--- src/rtl/riscv32_mem_arbiter_pkg.sv ---
`default_nettype none
// ============================================================================
// Package     : riscv32_common
// Description : Shared memory-port structs, constants and arbiter enums used
//               by the data-memory arbiter and its holding registers.
// Revision    : 1.0 - initial release
// ============================================================================
package riscv32_common;

  // Request towards data memory; vector_data carries the 128-bit vector store.
  typedef struct packed {
    logic         valid;
    logic [31:0]  addr;
    logic [31:0]  data;
    logic [3:0]   do_write;
    logic         is_vector;
    logic [127:0] vector_data;
  } memory_io_req;

  // Response from data memory.
  typedef struct packed {
    logic         valid;
    logic [31:0]  data;
    logic [127:0] vector_data;
  } memory_io_rsp;

  localparam memory_io_req memory_io_no_req = '0;
  localparam memory_io_rsp memory_io_no_rsp = '0;

  typedef enum logic {
    OWN_SCALAR = 1'b0,
    OWN_VECTOR = 1'b1
  } arb_owner_t;

  typedef enum logic [1:0] {
    ARB_IDLE    = 2'd0,
    ARB_ISSUE   = 2'd1,
    ARB_WAIT_RD = 2'd2
  } arb_state_t;

  // The requester that did not win last time.
  function automatic arb_owner_t arb_other(input arb_owner_t o);
    return (o == OWN_SCALAR) ? OWN_VECTOR : OWN_SCALAR;
  endfunction

endpackage
`default_nettype wire

--- src/rtl/riscv32_mem_arbiter_if.sv ---
`default_nettype none
// ============================================================================
// Interface   : riscv32_mem_arbiter_if
// Description : Bundles both requester ports, the memory port and the error
//               pulses of the data-memory arbiter.
// Revision    : 1.0 - initial release
// ============================================================================
interface riscv32_mem_arbiter_if;
  import riscv32_common::*;

  memory_io_req scalar_req;
  memory_io_rsp scalar_rsp;
  logic         scalar_busy;
  memory_io_req vector_req;
  memory_io_rsp vector_rsp;
  logic         vector_busy;
  memory_io_req mem_req;
  memory_io_rsp mem_rsp;
  logic         err_overflow;
  logic         err_timeout;

  // Arbiter side.
  modport slave (
    input  scalar_req, vector_req, mem_rsp,
    output scalar_rsp, scalar_busy, vector_rsp, vector_busy,
    output mem_req, err_overflow, err_timeout
  );

  // Requesters and memory side.
  modport master (
    output scalar_req, vector_req, mem_rsp,
    input  scalar_rsp, scalar_busy, vector_rsp, vector_busy,
    input  mem_req, err_overflow, err_timeout
  );

endinterface
`default_nettype wire

--- src/rtl/riscv32_mem_req_hold.sv ---
`default_nettype none
// ============================================================================
// Module      : riscv32_mem_req_hold
// Description : One-entry request holding register. Latches a request pulse
//               when empty, drops it and flags overflow when full.
// Revision    : 1.0 - initial release
// ============================================================================
module riscv32_mem_req_hold
  import riscv32_common::*;
(
  input  wire              clk,
  input  wire              reset,
  input  var memory_io_req req_i,
  input  wire              clear_i,
  output logic             valid_o,
  output memory_io_req     data_o,
  output logic             overflow_o
);

  logic         valid_q, valid_d;
  memory_io_req data_q,  data_d;
  logic         ovf_q,   ovf_d;

  // Capture into an empty hold, flag a pulse that hits a full one.
  // clear_i only ever targets a full hold, so it cannot race a capture.
  always_comb begin
    valid_d = valid_q;
    data_d  = data_q;
    ovf_d   = 1'b0;
    if (req_i.valid) begin
      if (valid_q) begin
        ovf_d = 1'b1;
      end else begin
        valid_d = 1'b1;
        data_d  = req_i;
      end
    end
    if (clear_i) begin
      valid_d = 1'b0;
    end
  end

  // Hold state registers.
  always_ff @(posedge clk) begin
    if (reset) begin
      valid_q <= 1'b0;
      data_q  <= memory_io_no_req;
      ovf_q   <= 1'b0;
    end else begin
      valid_q <= valid_d;
      data_q  <= data_d;
      ovf_q   <= ovf_d;
    end
  end

  assign valid_o    = valid_q;
  assign data_o     = data_q;
  assign overflow_o = ovf_q;

endmodule
`default_nettype wire

--- src/rtl/riscv32_mem_arbiter.sv ---
`default_nettype none
// ============================================================================
// Module      : riscv32_mem_arbiter
// Description : Shares the data-memory port between the scalar load/store
//               path and the vector unit; one transaction in flight, read
//               responses routed back to the owner, read timeout.
// Revision    : 1.0 - initial release
// ============================================================================
module riscv32_mem_arbiter
  import riscv32_common::*;
#(
  parameter int TIMEOUT_CYCLES = 64,
  parameter int FIXED_PRIO     = 0
) (
  input  wire                  clk,
  input  wire                  reset,
  riscv32_mem_arbiter_if.slave bus
);

  localparam int CNT_W = $clog2(TIMEOUT_CYCLES) + 1;
  localparam logic [CNT_W-1:0] CNT_LAST = CNT_W'(TIMEOUT_CYCLES - 1);

  arb_state_t       state_q, state_d;
  arb_owner_t       owner_q, owner_d;
  arb_owner_t       last_q,  last_d;
  logic [CNT_W-1:0] cnt_q,   cnt_d;

  logic         s_valid, v_valid, s_ovf, v_ovf, clr_s, clr_v, done;
  memory_io_req s_hold, v_hold, sel_hold, mem_req_c;
  memory_io_rsp scalar_rsp_c, vector_rsp_c;
  logic         timeout_c;
  arb_owner_t   grant;

  riscv32_mem_req_hold u_hold_scalar (
    .clk        (clk),
    .reset      (reset),
    .req_i      (bus.scalar_req),
    .clear_i    (clr_s),
    .valid_o    (s_valid),
    .data_o     (s_hold),
    .overflow_o (s_ovf)
  );

  riscv32_mem_req_hold u_hold_vector (
    .clk        (clk),
    .reset      (reset),
    .req_i      (bus.vector_req),
    .clear_i    (clr_v),
    .valid_o    (v_valid),
    .data_o     (v_hold),
    .overflow_o (v_ovf)
  );

  // Arbitration, issue and read-wait sequencing with response routing.
  always_comb begin
    state_d      = state_q;
    owner_d      = owner_q;
    last_d       = last_q;
    cnt_d        = cnt_q;
    grant        = OWN_SCALAR;
    done         = 1'b0;
    mem_req_c    = memory_io_no_req;
    scalar_rsp_c = memory_io_no_rsp;
    vector_rsp_c = memory_io_no_rsp;
    timeout_c    = 1'b0;
    sel_hold     = (owner_q == OWN_SCALAR) ? s_hold : v_hold;

    case (state_q)
      ARB_IDLE: begin
        if (s_valid || v_valid) begin
          if (s_valid && v_valid) begin
            grant = (FIXED_PRIO != 0) ? OWN_SCALAR : arb_other(last_q);
          end else begin
            grant = s_valid ? OWN_SCALAR : OWN_VECTOR;
          end
          owner_d = grant;
          last_d  = grant;
          state_d = ARB_ISSUE;
        end
      end
      ARB_ISSUE: begin
        mem_req_c       = sel_hold;
        mem_req_c.valid = 1'b1;
        if (sel_hold.do_write != 4'd0) begin
          done    = 1'b1;
          state_d = ARB_IDLE;
        end else begin
          cnt_d   = '0;
          state_d = ARB_WAIT_RD;
        end
      end
      ARB_WAIT_RD: begin
        if (bus.mem_rsp.valid) begin
          if (owner_q == OWN_SCALAR) begin
            scalar_rsp_c = bus.mem_rsp;
          end else begin
            vector_rsp_c = bus.mem_rsp;
          end
          done    = 1'b1;
          state_d = ARB_IDLE;
        end else if (cnt_q == CNT_LAST) begin
          timeout_c = 1'b1;
          done      = 1'b1;
          state_d   = ARB_IDLE;
        end else begin
          cnt_d = cnt_q + 1'b1;
        end
      end
      default: state_d = ARB_IDLE;
    endcase

    clr_s = done && (owner_q == OWN_SCALAR);
    clr_v = done && (owner_q == OWN_VECTOR);
  end

  // Arbiter state registers; last grant starts at vector so scalar wins first.
  always_ff @(posedge clk) begin
    if (reset) begin
      state_q <= ARB_IDLE;
      owner_q <= OWN_SCALAR;
      last_q  <= OWN_VECTOR;
      cnt_q   <= '0;
    end else begin
      state_q <= state_d;
      owner_q <= owner_d;
      last_q  <= last_d;
      cnt_q   <= cnt_d;
    end
  end

  assign bus.mem_req      = mem_req_c;
  assign bus.scalar_rsp   = scalar_rsp_c;
  assign bus.vector_rsp   = vector_rsp_c;
  assign bus.scalar_busy  = s_valid;
  assign bus.vector_busy  = v_valid;
  assign bus.err_overflow = s_ovf | v_ovf;
  assign bus.err_timeout  = timeout_c;

endmodule
`default_nettype wire

--- src/flat_wrapper.sv ---
// flat-port wrapper written by rule: the top's interface ports become plain ports
module riscv32_mem_arbiter_flat import riscv32_common::*;
#(
  parameter int TIMEOUT_CYCLES = 64,
  parameter int FIXED_PRIO     = 0
)
  (clk, reset, bus_scalar_req, bus_vector_req, bus_mem_rsp, bus_scalar_rsp, bus_scalar_busy, bus_vector_rsp, bus_vector_busy, bus_mem_req, bus_err_overflow, bus_err_timeout);
  riscv32_mem_arbiter_if bus_i ();
  input  wire clk;
  input  wire reset;
  input wire logic [$bits(bus_i.scalar_req)-1:0] bus_scalar_req;
  input wire logic [$bits(bus_i.vector_req)-1:0] bus_vector_req;
  input wire logic [$bits(bus_i.mem_rsp)-1:0] bus_mem_rsp;
  output wire logic [$bits(bus_i.scalar_rsp)-1:0] bus_scalar_rsp;
  output wire logic [$bits(bus_i.scalar_busy)-1:0] bus_scalar_busy;
  output wire logic [$bits(bus_i.vector_rsp)-1:0] bus_vector_rsp;
  output wire logic [$bits(bus_i.vector_busy)-1:0] bus_vector_busy;
  output wire logic [$bits(bus_i.mem_req)-1:0] bus_mem_req;
  output wire logic [$bits(bus_i.err_overflow)-1:0] bus_err_overflow;
  output wire logic [$bits(bus_i.err_timeout)-1:0] bus_err_timeout;
  assign bus_i.scalar_req = bus_scalar_req;
  assign bus_i.vector_req = bus_vector_req;
  assign bus_i.mem_rsp = bus_mem_rsp;
  assign bus_scalar_rsp = bus_i.scalar_rsp;
  assign bus_scalar_busy = bus_i.scalar_busy;
  assign bus_vector_rsp = bus_i.vector_rsp;
  assign bus_vector_busy = bus_i.vector_busy;
  assign bus_mem_req = bus_i.mem_req;
  assign bus_err_overflow = bus_i.err_overflow;
  assign bus_err_timeout = bus_i.err_timeout;
  riscv32_mem_arbiter #(.TIMEOUT_CYCLES(TIMEOUT_CYCLES), .FIXED_PRIO(FIXED_PRIO)) u_core (.clk(clk), .reset(reset), .bus(bus_i));
endmodule
--- config.mk ---
export PLATFORM = sky130hd
export DESIGN_NAME = riscv32_mem_arbiter_flat
export DESIGN_NICKNAME = d
export VERILOG_FILES = /design/src/rtl/riscv32_mem_arbiter_pkg.sv /design/src/rtl/riscv32_mem_arbiter_if.sv /design/src/rtl/riscv32_mem_req_hold.sv /design/src/rtl/riscv32_mem_arbiter.sv /design/src/flat_wrapper.sv
export SDC_FILE = /design/constraint.sdc
export NUM_CORES = 1
export LEC_CHECK = 0
export BUFFER_PORTS_ARGS = -buffer_cell sky130_fd_sc_hd__buf_2
export CAP_MARGIN = 20
export CORE_AREA = 5 5 415 417
export CTS_CLUSTER_SIZE = 10
export DETAILED_ROUTE_END_ITERATION = 12
export DIE_AREA = 0 0 420 422
export SYNTH_ARGS = -nofsm -noshare
export SYNTH_HDL_FRONTEND = slang
export SYNTH_SLANG_ARGS = --single-unit
--- constraint.sdc ---
create_clock -name clk -period 1.6 [get_ports clk]
set_input_delay 0.24 -clock clk [delete_from_list [all_inputs] [get_ports clk]]
set_output_delay 0.24 -clock clk [all_outputs]
set_load 0.01 [all_outputs]
==> impl_metrics.yaml <==
die:
  number_of_cell_rows: 151
  placeableCoreArea_sq_mm: 0.168
  fp.dieArea_sq_mm: 0.177
  design.portCount: 1083
  initial_core_util_pct: 11.7
  die_width_um: 420
  fp.dieH_um: 422
layout:
  commonest_non_fill_non_tap_cells_in_the_layout: "sky130_fd_sc_hd__nand2_1, sky130_fd_sc_hd__buf_2, sky130_fd_sc_hd__dfxtp_1"
  final_util_pct: 24.7
  fraction_of_layout_cells_with_a_size_suffix_above_1_pct: 46.2
  final_common_cell: "sky130_fd_sc_hd__nand2_1"
  finish.net_count: 4773
  area_delta_synth_final_pct: 111
logic_synthesis:
  syn_nets: 3162
  ys_seq_area_share_pct: 41.5
  syn-mean-instance-area_sq_um: 7.60
  postSynthRegisterBits: 409
  post-synth-top-area-cell: "sky130_fd_sc_hd__dfxtp_1"
  main_area_contributors_after_synthesis: "sky130_fd_sc_hd__dfxtp_1, sky130_fd_sc_hd__nand2_1, sky130_fd_sc_hd__and2_1, sky130_fd_sc_hd__a21oi_1, sky130_fd_sc_hd__mux2i_1"
  synth_area_sq_mm: 0.0198
  yosys_warnings: 0
  postSynthCellCount: 2599
  yosys.cell_types.count: 36
  post-synth-top-area-fraction_pct: 41.5
setup_path:
  critPathSlowestCell: "sky130_fd_sc_hd__dfxtp_4"
  r2r.worst_path.cells: 10
  cp_common_cell: "sky130_fd_sc_hd__buf_16"
  crit_chain: "buf_16 -> buf_12 -> buf_8 -> buf_16 -> buf_4 -> mux2i_1 -> nor2b_1 -> buf_2"
  critPathLaunchType: "flip-flop"
  sort_of_element_at_the_end_of_the_critical_path: "primary output"
  wp_buf_inv: 6
  regToRegEndpoint: "u_core.cnt_q[2]"
  path_delay_family: "buffers and inverters"
  worstPathRequired_ps: 1360
  worstPathArrival_ps: 2250
  critical_path_peak_fanout: 6
  ff2ff_setup_slack_ps: -450
  ws_path_type: "flip-flop to primary output"
  cpPeakStageDelay_ps: 380
  worstReg2RegStart: "u_core.state_q[0]"
clocking:
  buffer_cell_driving_the_clock_tree_root: "sky130_fd_sc_hd__clkbuf_16"
  ctsLongestPathBuffers: 3
  cts.clk_slew.worst_paths_ps: 60
  clock_insertion_delay_worst_skew_ps: 640
  cts_sinks: 409
  cts_tree: "built"
  clock_h_tree_levels: 2
  total_cts_buffers: 51
power_and_ir_drop:
  internal_mw: 21.6
  power_leakage_nw: 17.3
  switching_component_of_the_power_mw: 9.61
  sw_frac_of_total_pct: 30.8
  flop_pwr_share_pct: 35.9
  cellPowerDensity_mw_per_mm2: 750
  power.share.clock_pct: 34.5
  overall_power_of_the_completed_layout_mw: 31.2
  vdd_ir_drop_max_v: 0.000648
  comb_power_share_pct: 29.5
drt:
  postRouteAntennaNets: 0
  post-route-drc-count: 0
  detail_route.first_pass.iterations: 5
  final_routed_wirelength_across_all_metal_layers_um: 161000
  wl_per_cell_um: 24.9
  drt_iter0_drc: 1700
  routed_via_density: 4.06
  routed-via-count: 26300
sta:
  final_critical_path_setup_slack_ps: -886
  relSlewSlack_pct: 65.2
  min_period_over_period_pct: 155
  setup_tns_ps: -384390
  period_needed_ps: 2490
  finalHoldViolations: 0
  clock-skew-final_ps: 42.0
  report.final.setup_viol: 535
  maxSlewViolCount: 0
  rsz0062_at_grt: "true"
  max_slew.worst_pin.slew_ps: 522
  finalHoldWorstSlack_ps: 68.9
  timing.fmax_mhz: 402
worst_hold_path:
  min-delay-start: "bus_scalar_req[14]"
  worst_hold_path.num_cells: 3
  min_path_type: "primary input to flip-flop"
  worst_hold_endpoint: "u_core.u_hold_scalar.data_o[14]"
placed_design:
  place.gp.congestion: 0.889
  port_buffers: 1082
  placement_setup_slack_ps: -368
  dp_hpwl_um: 109000
global_routing:
  first_global_vias: 25500
  grt_max_degree: 90
  grt_antenna_before_repair: 46
  grt_overflow: 0
  grt_usage_pct: 15.9
  grt_first_pass_wirelength_um: 198000
run_status:
  run_status: "finished with violations"
  failed_checks: "negative setup slack"
flow_run:
  max-cap-violations: 0
==> registers in the layout, summed over array words and instances (netlist names) <==
signal,count
u_core.u_hold_vector.data_o,197
u_core.u_hold_scalar.overflow_o,1
u_core.u_hold_scalar.data_o,197
u_core.cnt_q,7
u_core.owner_q,1
u_core.u_hold_vector.valid_o,1
u_core.u_hold_scalar.valid_o,1
u_core.state_q,2
u_core.u_hold_vector.overflow_o,1
u_core.last_q,1
==> timing repair <==
action	CTS	global route
buffers inserted	32	57
cloned	36	38
setup endpoints to repair	534	540
pin swaps	48	58
hold endpoints to repair	398	0
hold buffers	396	0
resized for setup	383	568
==> kinds of logic (layout without fill, tap and decap cells) <==
group                    after synthesis  count (layout)  synth area share, %
AO/OA/AOI/OAI                        425             425                 11.2
other                                  0              17                    0
adder cells (fa/ha/maj)                4               4                0.253
AND/OR/NAND/NOR                     1343            1343                 32.5
buffers and inverters                220            1850                 4.59
multiplexers                         198             198                 10.0
flip-flops                           409             409                 41.5
==> power by group through the flow <==
stage	Sequential, mW	Combinational (mW)	Clock [mW]
after floorplan	11.2	2.89	0
after global placement	11.3	5.95	0
after detailed placement	11.4	5.99	0
after CTS	11.1	7.52	11.0
after global routing	11.3	9.65	11.4
final	11.2	9.21	10.8
==> area by class of cell <==
type | instances | area [sq um]
clock buffer | 62 | 1360
tap | 2218 | 2780
antenna | 17 | 42.5
fill | 17700 | 127000
multi-input combinational | 1970 | 12400
clock inverter | 10 | 106
inverter | 6 | 22.5
sequential | 409 | 8190
timing repair buffer | 1772 | 16700
==> routing by layer <==
layer	wire length [um]	vias to the layer above	global-route usage (%)
met5	150	-	0
met4	14100	20	12.2
met3	10700	489	3.19
met2	87700	1583	31.1
met1	48600	12500	14.0
li1	-	11600	-
==> through the flow <==
step / area (sq um) / std cells
detailed placement: 29700 / 5830
CTS: 37800 / 6361
global placement: 29700 / 5830
global route: 41600 / 6462
finish: 41600 / 6464
floorplan: 20100 / 2599
==> worst max-delay path by stage <==
| stage | start | endpoint | slack (ps) | cells past startpoint |
|---|---|---|---|---|
| final | u_core.owner_q | bus_mem_req[188] | -890 | 8 |
| after global routing | u_core.state_q[0] | bus_vector_rsp[76] | -950 | 9 |
| after global placement | u_core.state_q[0] | bus_vector_rsp[95] | -320 | 7 |
| after detailed placement | u_core.state_q[0] | bus_scalar_rsp[69] | -370 | 7 |
| after CTS | u_core.state_q[0] | bus_vector_rsp[65] | -910 | 9 |
| after floorplan | u_core.state_q[1] | u_core.cnt_q[4] | -20 | 7 |
==> cell usage after synthesis <==
master and number:
sky130_fd_sc_hd__nand2_1 792, sky130_fd_sc_hd__dfxtp_1 409, sky130_fd_sc_hd__a21oi_1 399, sky130_fd_sc_hd__and2_1 321, sky130_fd_sc_hd__nor2b_1 201, sky130_fd_sc_hd__mux2i_1 198, sky130_fd_sc_hd__clkbuf_1 141, sky130_fd_sc_hd__buf_2 61
sky130_fd_sc_hd__buf_1 11, sky130_fd_sc_hd__nor2_1 8, sky130_fd_sc_hd__and3_1 6, sky130_fd_sc_hd__inv_1 6, sky130_fd_sc_hd__o21ai_0 6, sky130_fd_sc_hd__a311oi_1 5, sky130_fd_sc_hd__a31oi_1 5, sky130_fd_sc_hd__ha_1 4
sky130_fd_sc_hd__nand2b_1 4, sky130_fd_sc_hd__o211a_1 2, sky130_fd_sc_hd__o22ai_1 2, sky130_fd_sc_hd__o31ai_1 2, sky130_fd_sc_hd__a311oi_4 1, sky130_fd_sc_hd__a41oi_1 1, sky130_fd_sc_hd__and4_2 1, sky130_fd_sc_hd__and4b_1 1
sky130_fd_sc_hd__and4b_4 1, sky130_fd_sc_hd__buf_4 1, sky130_fd_sc_hd__nand3_1 1, sky130_fd_sc_hd__nand3b_1 1, sky130_fd_sc_hd__nand4_1 1, sky130_fd_sc_hd__nor3_1 1, sky130_fd_sc_hd__nor4_1 1, sky130_fd_sc_hd__nor4_2 1
sky130_fd_sc_hd__o22a_2 1, sky130_fd_sc_hd__o41ai_1 1, sky130_fd_sc_hd__or2_2 1, sky130_fd_sc_hd__or4b_1 1
==> worst register-to-register path, stage by stage (launching register included) <==
cell and delay (ps):
sky130_fd_sc_hd__dfxtp_2 320, sky130_fd_sc_hd__buf_4 140, sky130_fd_sc_hd__ha_4 170, sky130_fd_sc_hd__buf_4 130, sky130_fd_sc_hd__bufbuf_16 260, sky130_fd_sc_hd__buf_4 140
sky130_fd_sc_hd__nand2b_1 90, sky130_fd_sc_hd__o22ai_1 80, sky130_fd_sc_hd__buf_4 160, sky130_fd_sc_hd__nor3_2 280, sky130_fd_sc_hd__a311oi_1 150
Power figures use the tool's default switching activity.
